<file path="config.mk">
export PLATFORM = sky130hd
export DESIGN_NAME = lsu_mem_port_flat
export DESIGN_NICKNAME = d
export VERILOG_FILES = /design/src/rtl/lsu_pkg.sv /design/src/rtl/lsu_mem_port_if.sv /design/src/rtl/lsu_be_lane.sv /design/src/rtl/lsu_mem_port.sv /design/src/flat_wrapper.sv
export SDC_FILE = /design/constraint.sdc
export NUM_CORES = 1
export LEC_CHECK = 0
export CAP_MARGIN = 20
export CORE_MARGIN = 4
export CORE_UTILIZATION = 43
export CTS_BUF_LIST = sky130_fd_sc_hd__clkbuf_16
export DETAILED_ROUTE_END_ITERATION = 10
export GPL_TIMING_DRIVEN = 1
export PLACE_DENSITY = 0.81
export SETUP_SLACK_MARGIN = 0.15
export SLEW_MARGIN = 10
export SYNTH_ARGS = -nofsm -noshare
export SYNTH_HDL_FRONTEND = slang
export SYNTH_SLANG_ARGS = --single-unit
</file>
<file path="constraint.sdc">
create_clock -name clk -period 2.75 [get_ports clk]
set_clock_uncertainty 0.2 [all_clocks]
set_input_delay 0.275 -clock clk [delete_from_list [all_inputs] [get_ports clk]]
set_output_delay 0.275 -clock clk [all_outputs]
set_load 0.02 [all_outputs]
</file>
<file path="src/rtl/lsu_pkg.sv">
// Shared types and constants for the load/store unit and its memory port.
package lsu_pkg;

    // Default data memory size in bytes; the top module exposes it as a parameter.
    localparam int unsigned DEFAULT_MEM_BYTES = 1024;

    // Access size encoding as it appears on the request channel.
    typedef enum logic [1:0] {
        SZ_B = 2'd0,
        SZ_H = 2'd1,
        SZ_W = 2'd2,
        SZ_D = 2'd3
    } mem_size_t;

    // Control states of the unit.
    typedef enum logic [2:0] {
        IDLE  = 3'd0,
        LOAD  = 3'd1,
        ST_RD = 3'd2,
        ST_WR = 3'd3,
        RESP  = 3'd4
    } lsu_state_t;

    // Bytes moved per access size.
    localparam int unsigned SIZE_BYTES_B = 1;
    localparam int unsigned SIZE_BYTES_H = 2;
    localparam int unsigned SIZE_BYTES_W = 4;
    localparam int unsigned SIZE_BYTES_D = 8;

    // Big-endian lane convention: the byte at the access address occupies
    // bits [63:56] of the memory word, so an N-byte access always uses the
    // top N bytes of the doubleword returned for that address.
    localparam int unsigned WORD_BYTES = 8;

    // Mask of address bits that must be zero for a naturally aligned access.
    function automatic logic [63:0] align_mask(input mem_size_t size);
        logic [63:0] mask;
        case (size)
            SZ_B:    mask = 64'(SIZE_BYTES_B - 1);
            SZ_H:    mask = 64'(SIZE_BYTES_H - 1);
            SZ_W:    mask = 64'(SIZE_BYTES_W - 1);
            default: mask = 64'(SIZE_BYTES_D - 1);
        endcase
        return mask;
    endfunction

endpackage

</file>
<file path="src/rtl/lsu_mem_port_if.sv">
// Request/response channel between execute and the LSU, and the LSU-driven
// data memory bus.
interface lsu_req_if;
    import lsu_pkg::*;

    logic        req_valid;
    logic        req_ready;
    logic        req_is_store;
    mem_size_t   req_size;
    logic        req_unsigned;
    logic [63:0] req_addr;
    logic [63:0] req_wdata;
    logic        resp_valid;
    logic        resp_ready;
    logic [63:0] resp_rdata;
    logic        resp_fault;

    // Execute stage side: issues requests, consumes responses.
    modport master (
        output req_valid, req_is_store, req_size, req_unsigned, req_addr, req_wdata, resp_ready,
        input  req_ready, resp_valid, resp_rdata, resp_fault
    );

    // LSU side: accepts requests, produces responses.
    modport slave (
        input  req_valid, req_is_store, req_size, req_unsigned, req_addr, req_wdata, resp_ready,
        output req_ready, resp_valid, resp_rdata, resp_fault
    );
endinterface

interface mem_bus_if;
    logic [63:0] mem_address;
    logic [63:0] mem_write_data;
    logic        mem_read;
    logic        mem_write;
    logic [63:0] mem_read_data;

    // Initiator (the LSU).
    modport master (
        output mem_address, mem_write_data, mem_read, mem_write,
        input  mem_read_data
    );

    // Data memory.
    modport slave (
        input  mem_address, mem_write_data, mem_read, mem_write,
        output mem_read_data
    );
endinterface

</file>
<file path="src/rtl/lsu_be_lane.sv">
// Big-endian lane steering: extracts and extends load data from the top N
// bytes of a memory doubleword, and builds the read-modify-write store word.
module lsu_be_lane
    import lsu_pkg::*;
(
    input  mem_size_t   size,
    input  logic        is_unsigned,
    input  logic [63:0] mem_word,
    input  logic [63:0] store_data,
    output logic [63:0] load_value,
    output logic [63:0] merge_word
);

    // Lane select and extension for both load return and store merge.
    always_comb begin
        // NOTE: every output gets a default first so no path can infer a latch.
        load_value = '0;
        merge_word = mem_word;
        case (size)
            SZ_B: begin
                load_value = is_unsigned ? {56'd0, mem_word[63:56]}
                                         : {{56{mem_word[63]}}, mem_word[63:56]};
                merge_word = {store_data[7:0], mem_word[55:0]};
            end
            SZ_H: begin
                load_value = is_unsigned ? {48'd0, mem_word[63:48]}
                                         : {{48{mem_word[63]}}, mem_word[63:48]};
                merge_word = {store_data[15:0], mem_word[47:0]};
            end
            SZ_W: begin
                load_value = is_unsigned ? {32'd0, mem_word[63:32]}
                                         : {{32{mem_word[63]}}, mem_word[63:32]};
                merge_word = {store_data[31:0], mem_word[31:0]};
            end
            SZ_D: begin
                load_value = mem_word;
                merge_word = store_data;
            end
        endcase
    end

endmodule

</file>
<file path="src/rtl/lsu_mem_port.sv">
// Load/store unit driving a 64-bit big-endian doubleword data memory.
// One request in flight; sub-doubleword stores use read-modify-write.
module lsu_mem_port
    import lsu_pkg::*;
#(
    parameter int unsigned MEM_BYTES = DEFAULT_MEM_BYTES
) (
    input  logic       clk,
    input  logic       reset,
    lsu_req_if.slave   req_bus,
    mem_bus_if.master  mem_bus
);

    lsu_state_t  state;
    lsu_state_t  next_state;
    mem_size_t   size_q;
    logic        unsigned_q;
    logic [63:0] addr_q;
    logic [63:0] wdata_q;
    logic [63:0] rdata_q;
    logic        fault_q;

    logic        accept;
    logic        fault_now;
    logic [63:0] load_value;
    logic [63:0] merge_word;

    assign accept    = req_bus.req_valid && (state == IDLE);
    assign fault_now = ((req_bus.req_addr & align_mask(req_bus.req_size)) != 64'd0)
                    || (req_bus.req_addr >= 64'(MEM_BYTES));

    lsu_be_lane u_lane (
        .size        (size_q),
        .is_unsigned (unsigned_q),
        .mem_word    (mem_bus.mem_read_data),
        .store_data  (wdata_q),
        .load_value  (load_value),
        .merge_word  (merge_word)
    );

    // State register; reset forces IDLE at once, dropping all strobes.
    always_ff @(posedge clk or negedge reset) begin
        // NOTE: sequential state is assigned non-blocking so every flop samples pre-edge values.
        if (!reset) state <= IDLE;
        else        state <= next_state;
    end

    // Next-state decode from the current state and request/response handshakes.
    always_comb begin
        next_state = state;
        case (state)
            IDLE: begin
                if (accept) begin
                    if (fault_now)                    next_state = RESP;
                    else if (!req_bus.req_is_store)   next_state = LOAD;
                    else if (req_bus.req_size == SZ_D) next_state = ST_WR;
                    else                              next_state = ST_RD;
                end
            end
            LOAD:    next_state = RESP;
            ST_RD:   next_state = ST_WR;
            ST_WR:   next_state = RESP;
            RESP:    if (req_bus.resp_ready) next_state = IDLE;
            default: next_state = IDLE;
        endcase
    end

    // Latched request fields, captured load result and merged store word.
    always_ff @(posedge clk or negedge reset) begin
        if (!reset) begin
            size_q     <= SZ_B;
            unsigned_q <= 1'b0;
            addr_q     <= '0;
            wdata_q    <= '0;
            rdata_q    <= '0;
            fault_q    <= 1'b0;
        end else begin
            if (accept) begin
                size_q     <= req_bus.req_size;
                unsigned_q <= req_bus.req_unsigned;
                addr_q     <= req_bus.req_addr;
                wdata_q    <= req_bus.req_wdata;
                rdata_q    <= '0;
                fault_q    <= fault_now;
            end
            if (state == LOAD)  rdata_q <= load_value;
            if (state == ST_RD) wdata_q <= merge_word;
        end
    end

    // All outputs come straight from registered state and latched fields.
    assign req_bus.req_ready      = (state == IDLE);
    assign req_bus.resp_valid     = (state == RESP);
    assign req_bus.resp_rdata     = rdata_q;
    assign req_bus.resp_fault     = fault_q;
    assign mem_bus.mem_address    = addr_q;
    assign mem_bus.mem_write_data = wdata_q;
    assign mem_bus.mem_read       = (state == LOAD) || (state == ST_RD);
    assign mem_bus.mem_write      = (state == ST_WR);

endmodule
</file>
<file path="src/flat_wrapper.sv">
// flat-port wrapper written by rule: the top's interface ports become plain ports
module lsu_mem_port_flat import lsu_pkg::*;
#(
    parameter int unsigned MEM_BYTES = DEFAULT_MEM_BYTES
)
  (clk, reset, req_bus_req_valid, req_bus_req_is_store, req_bus_req_size, req_bus_req_unsigned, req_bus_req_addr, req_bus_req_wdata, req_bus_resp_ready, req_bus_req_ready, req_bus_resp_valid, req_bus_resp_rdata, req_bus_resp_fault, mem_bus_mem_address, mem_bus_mem_write_data, mem_bus_mem_read, mem_bus_mem_write, mem_bus_mem_read_data);
  lsu_req_if req_bus_i ();
  mem_bus_if mem_bus_i ();
  input  logic clk;
  input  logic reset;
  input wire logic [$bits(req_bus_i.req_valid)-1:0] req_bus_req_valid;
  input wire logic [$bits(req_bus_i.req_is_store)-1:0] req_bus_req_is_store;
  input wire logic [$bits(req_bus_i.req_size)-1:0] req_bus_req_size;
  input wire logic [$bits(req_bus_i.req_unsigned)-1:0] req_bus_req_unsigned;
  input wire logic [$bits(req_bus_i.req_addr)-1:0] req_bus_req_addr;
  input wire logic [$bits(req_bus_i.req_wdata)-1:0] req_bus_req_wdata;
  input wire logic [$bits(req_bus_i.resp_ready)-1:0] req_bus_resp_ready;
  output wire logic [$bits(req_bus_i.req_ready)-1:0] req_bus_req_ready;
  output wire logic [$bits(req_bus_i.resp_valid)-1:0] req_bus_resp_valid;
  output wire logic [$bits(req_bus_i.resp_rdata)-1:0] req_bus_resp_rdata;
  output wire logic [$bits(req_bus_i.resp_fault)-1:0] req_bus_resp_fault;
  output wire logic [$bits(mem_bus_i.mem_address)-1:0] mem_bus_mem_address;
  output wire logic [$bits(mem_bus_i.mem_write_data)-1:0] mem_bus_mem_write_data;
  output wire logic [$bits(mem_bus_i.mem_read)-1:0] mem_bus_mem_read;
  output wire logic [$bits(mem_bus_i.mem_write)-1:0] mem_bus_mem_write;
  input wire logic [$bits(mem_bus_i.mem_read_data)-1:0] mem_bus_mem_read_data;
  assign req_bus_i.req_valid = req_bus_req_valid;
  assign req_bus_i.req_is_store = req_bus_req_is_store;
  assign req_bus_i.req_size = req_bus_req_size;
  assign req_bus_i.req_unsigned = req_bus_req_unsigned;
  assign req_bus_i.req_addr = req_bus_req_addr;
  assign req_bus_i.req_wdata = req_bus_req_wdata;
  assign req_bus_i.resp_ready = req_bus_resp_ready;
  assign req_bus_req_ready = req_bus_i.req_ready;
  assign req_bus_resp_valid = req_bus_i.resp_valid;
  assign req_bus_resp_rdata = req_bus_i.resp_rdata;
  assign req_bus_resp_fault = req_bus_i.resp_fault;
  assign mem_bus_mem_address = mem_bus_i.mem_address;
  assign mem_bus_mem_write_data = mem_bus_i.mem_write_data;
  assign mem_bus_mem_read = mem_bus_i.mem_read;
  assign mem_bus_mem_write = mem_bus_i.mem_write;
  assign mem_bus_i.mem_read_data = mem_bus_mem_read_data;
  lsu_mem_port #(.MEM_BYTES(MEM_BYTES)) u_core (.clk(clk), .reset(reset), .req_bus(req_bus_i), .mem_bus(mem_bus_i));
endmodule
</file>
==> metrics <==
outcome=complete, no violations; Bufs on Longest Clock Path=2; Die X=about 150 um; Cell Area, Synth=9205 um^2; via count=~8800; DRC Markers=0; crit path kind=register to primary output; hold crit path type=input port to asynchronous set/reset pin; hold_ws=0.1174 ns; commonest non-fill, non-tap cell in the layout=clkdlybuf4s50_1; DR vias/cell=slightly below 6; Mapped Avg Cell Area=about 11 um^2; post-synthesis cell count=between 800 and 900; Max Cap Viol=0; Post-synth EDFFs=0; Final Max Slew Viols=0; area occupied by registers=approximately 5000 um^2; gr usage total=around 30%; DP HPWL=28290 um; DR pass1 iterations=5; Detailed Route Iter0 Violations=between 700 and 800; Worst slew margin=between 50% and 60%; total instance count after detailed placement=between 1000 and 1500; num rows=between 50 and 60; critical path endpoint category=primary output; share of post-route cells with drive strength above 1=11.39%; asr flop ratio synth=100.0%; Initial Utilization=roughly 44%; commonest cells after routing, fill and taps aside=clkdlybuf4s50_1, dfrtp_1, nand2_1, mux2_2, o21ai_1; fin crit period=between 2 and 3 ns; RSZ-0062 raised after global routing=yes; global route total overflow=0; type of origin of the critical path=register; warnings from Yosys=0; P_leak=5.632 nW; Tcrit/Tclk final=approximately nine tenths; final setup fails=0; CTS tree=built; DR WL/cell=24.94 um; nets@finish=around 1400; Worst Tran Pin Value=between 0.6 and 0.7 ns; Area growth syn-to-layout=52.85%; clk slew on worst S/H paths=about 0.08 ns; Hold Violations, Final=0; total negative slack=0 ns; Req. time, crit path=roughly 2.3 ns; TritonCTS Buffers=17; first-pass GRT wire length=around 55000 um; IO Count=397; H-tree levels=4; PwrDens=approximately 730 nW/um^2; Syn Nets=~1000; IO buf count=between 300 and 400; core area=21020 um^2; # fillers=~1700; Achievable Freq=around 0.40 GHz; main flop type after synthesis=dfrtp_1; Crit Path Max Fanout=7; Die Y=~150 um; Synth Register Bits=199; initial antenna violation count=1; number of global-route vias before repair=roughly 9000; non-filler cells, final=between 1000 and 1500; Distinct cells, synth=42; TritonCTS Sinks=about 200; RD Place Congestion=0.9447; Final ANT Viol Nets=0; area of the multi-input gates=between 3000 and 4000 um^2; DRT Wirelength=between 30000 and 40000 um; VDD IR-drop max=~0.45 mV; total die area=around 24000 um^2; clock root buffer=clkbuf_16; crit path DAT=slightly above 2 ns; largest net degree at the start of global routing=64; post-synthesis sequential area ratio=roughly 54%; clock latency on the worst-skew pair=roughly 0.43 ns
timing repair:
item,CTS,global route
resized for setup,1,1
buffers inserted,0,0
hold buffers,1,0
setup endpoints to repair,1,1
hold endpoints to repair,166,0
cell families (layout without fill, tap and decap cells):
family                   after synthesis  in the layout  share of synthesized area (%)
AND/OR/NAND/NOR                      139            139                          7.000
multiplexers                          96             96                          11.31
flip-flops                           199            199                          54.10
buffers and inverters                 87            463                          4.594
AO/OA/AOI/OAI                        302            302                          22.45
other                                  0              1                              0
adder cells (fa/ha/maj)                4              4                         0.5437
synthesized netlist by cell type, drive strengths merged (14+ instances only):
cell | instances | area, um^2
dfrtp | 199 | 4980
o21ai | 85 | 425.4
nand2 | 79 | 296.5
mux2 | 64 | 720.7
a21oi | 58 | 290.3
o2bb2ai | 56 | 490.5
buf | 43 | 257.8
clkbuf | 38 | 142.6
mux2i | 32 | 320.3
nor2 | 27 | 101.4
a211oi | 26 | 195.2
a221o | 16 | 160.2
a221oi | 16 | 140.1
a22oi | 16 | 120.1
nor4 | 14 | 106.4
worst max-delay path, cell delays in order, from the launching register on:
cell             delay, ns
dfrtp_1               0.53
nor2b_2               0.29
and2_1                0.15
clkdlybuf4s50_1       0.64
power by group:
part | leakage (nW) | internal [mW] | total (mW) | switching [mW]
clock network | 0.300 | 1.32 | 2.59 | 1.28
logic | 2.81 | 1.76 | 3.82 | 2.05
registers | 2.52 | 3.42 | 3.81 | 0.392
worst paths after layout:
check / depth (start not counted) / to / startpoint / slack [ns]
worst max-delay path: 3 / mem_bus_mem_write / u_core.state[0] / 0.24
worst min-delay path: 2 / u_core.mem_bus.mem_write_data[44] / reset / 0.12
worst max register to register: 6 / u_core.mem_bus.mem_write_data[46] / u_core.size_q[0] / 0.42
worst min register to register: 2 / u_core.mem_bus.mem_write_data[57] / u_core.mem_bus.mem_write_data[57] / 0.29
max in group asynchronous: 3 / u_core.mem_bus.mem_address[1] / reset / 1.43
min in group clk: 3 / u_core.unsigned_q / req_bus_req_unsigned / 0.23
through the flow:
stage / power [mW] / utilization (%) / setup slack [ns] / cell area, um^2
after global routing: 10.67 / 66.93 / 0.1403 / 14070
after CTS: 10.23 / 66.91 / 0.1730 / 14060
after detailed placement: 7.653 / 64.01 / 0.2412 / 13460
final: 10.22 / 66.93 / 0.2400 / 14070
after floorplan: 5.701 / - / 0.6672 / 9205
after global placement: 7.559 / 64.01 / 0.3314 / 13460
flip-flops by register name, indices dropped and copies added, names as in the netlist:
register	count
u_core.req_bus.resp_rdata	64
u_core.req_bus.resp_fault	1
u_core.unsigned_q	1
u_core.mem_bus.mem_write_data	64
u_core.state	3
u_core.size_q	2
u_core.mem_bus.mem_address	64
final cells by class:
class / instances / share of cell area [%]
diodes: 1 / 0.01779
inverters: 6 / 0.1601
clock inverters: 15 / 1.245
flip-flops and latches: 199 / 35.39
well taps: 275 / 2.446
repair buffers: 425 / 30.38
clock buffers: 17 / 3.024
multi-input cells: 541 / 27.34
layer usage:
metal	global-route usage (%)	up-vias	part of all wire [%]
li1	-	3825	-
met5	0	-	0
met3	6.044	90	8.5
met2	47.90	508	47
met4	12.41	0	4.3
met1	41.09	4337	40
(Power assumes the default switching activity.)
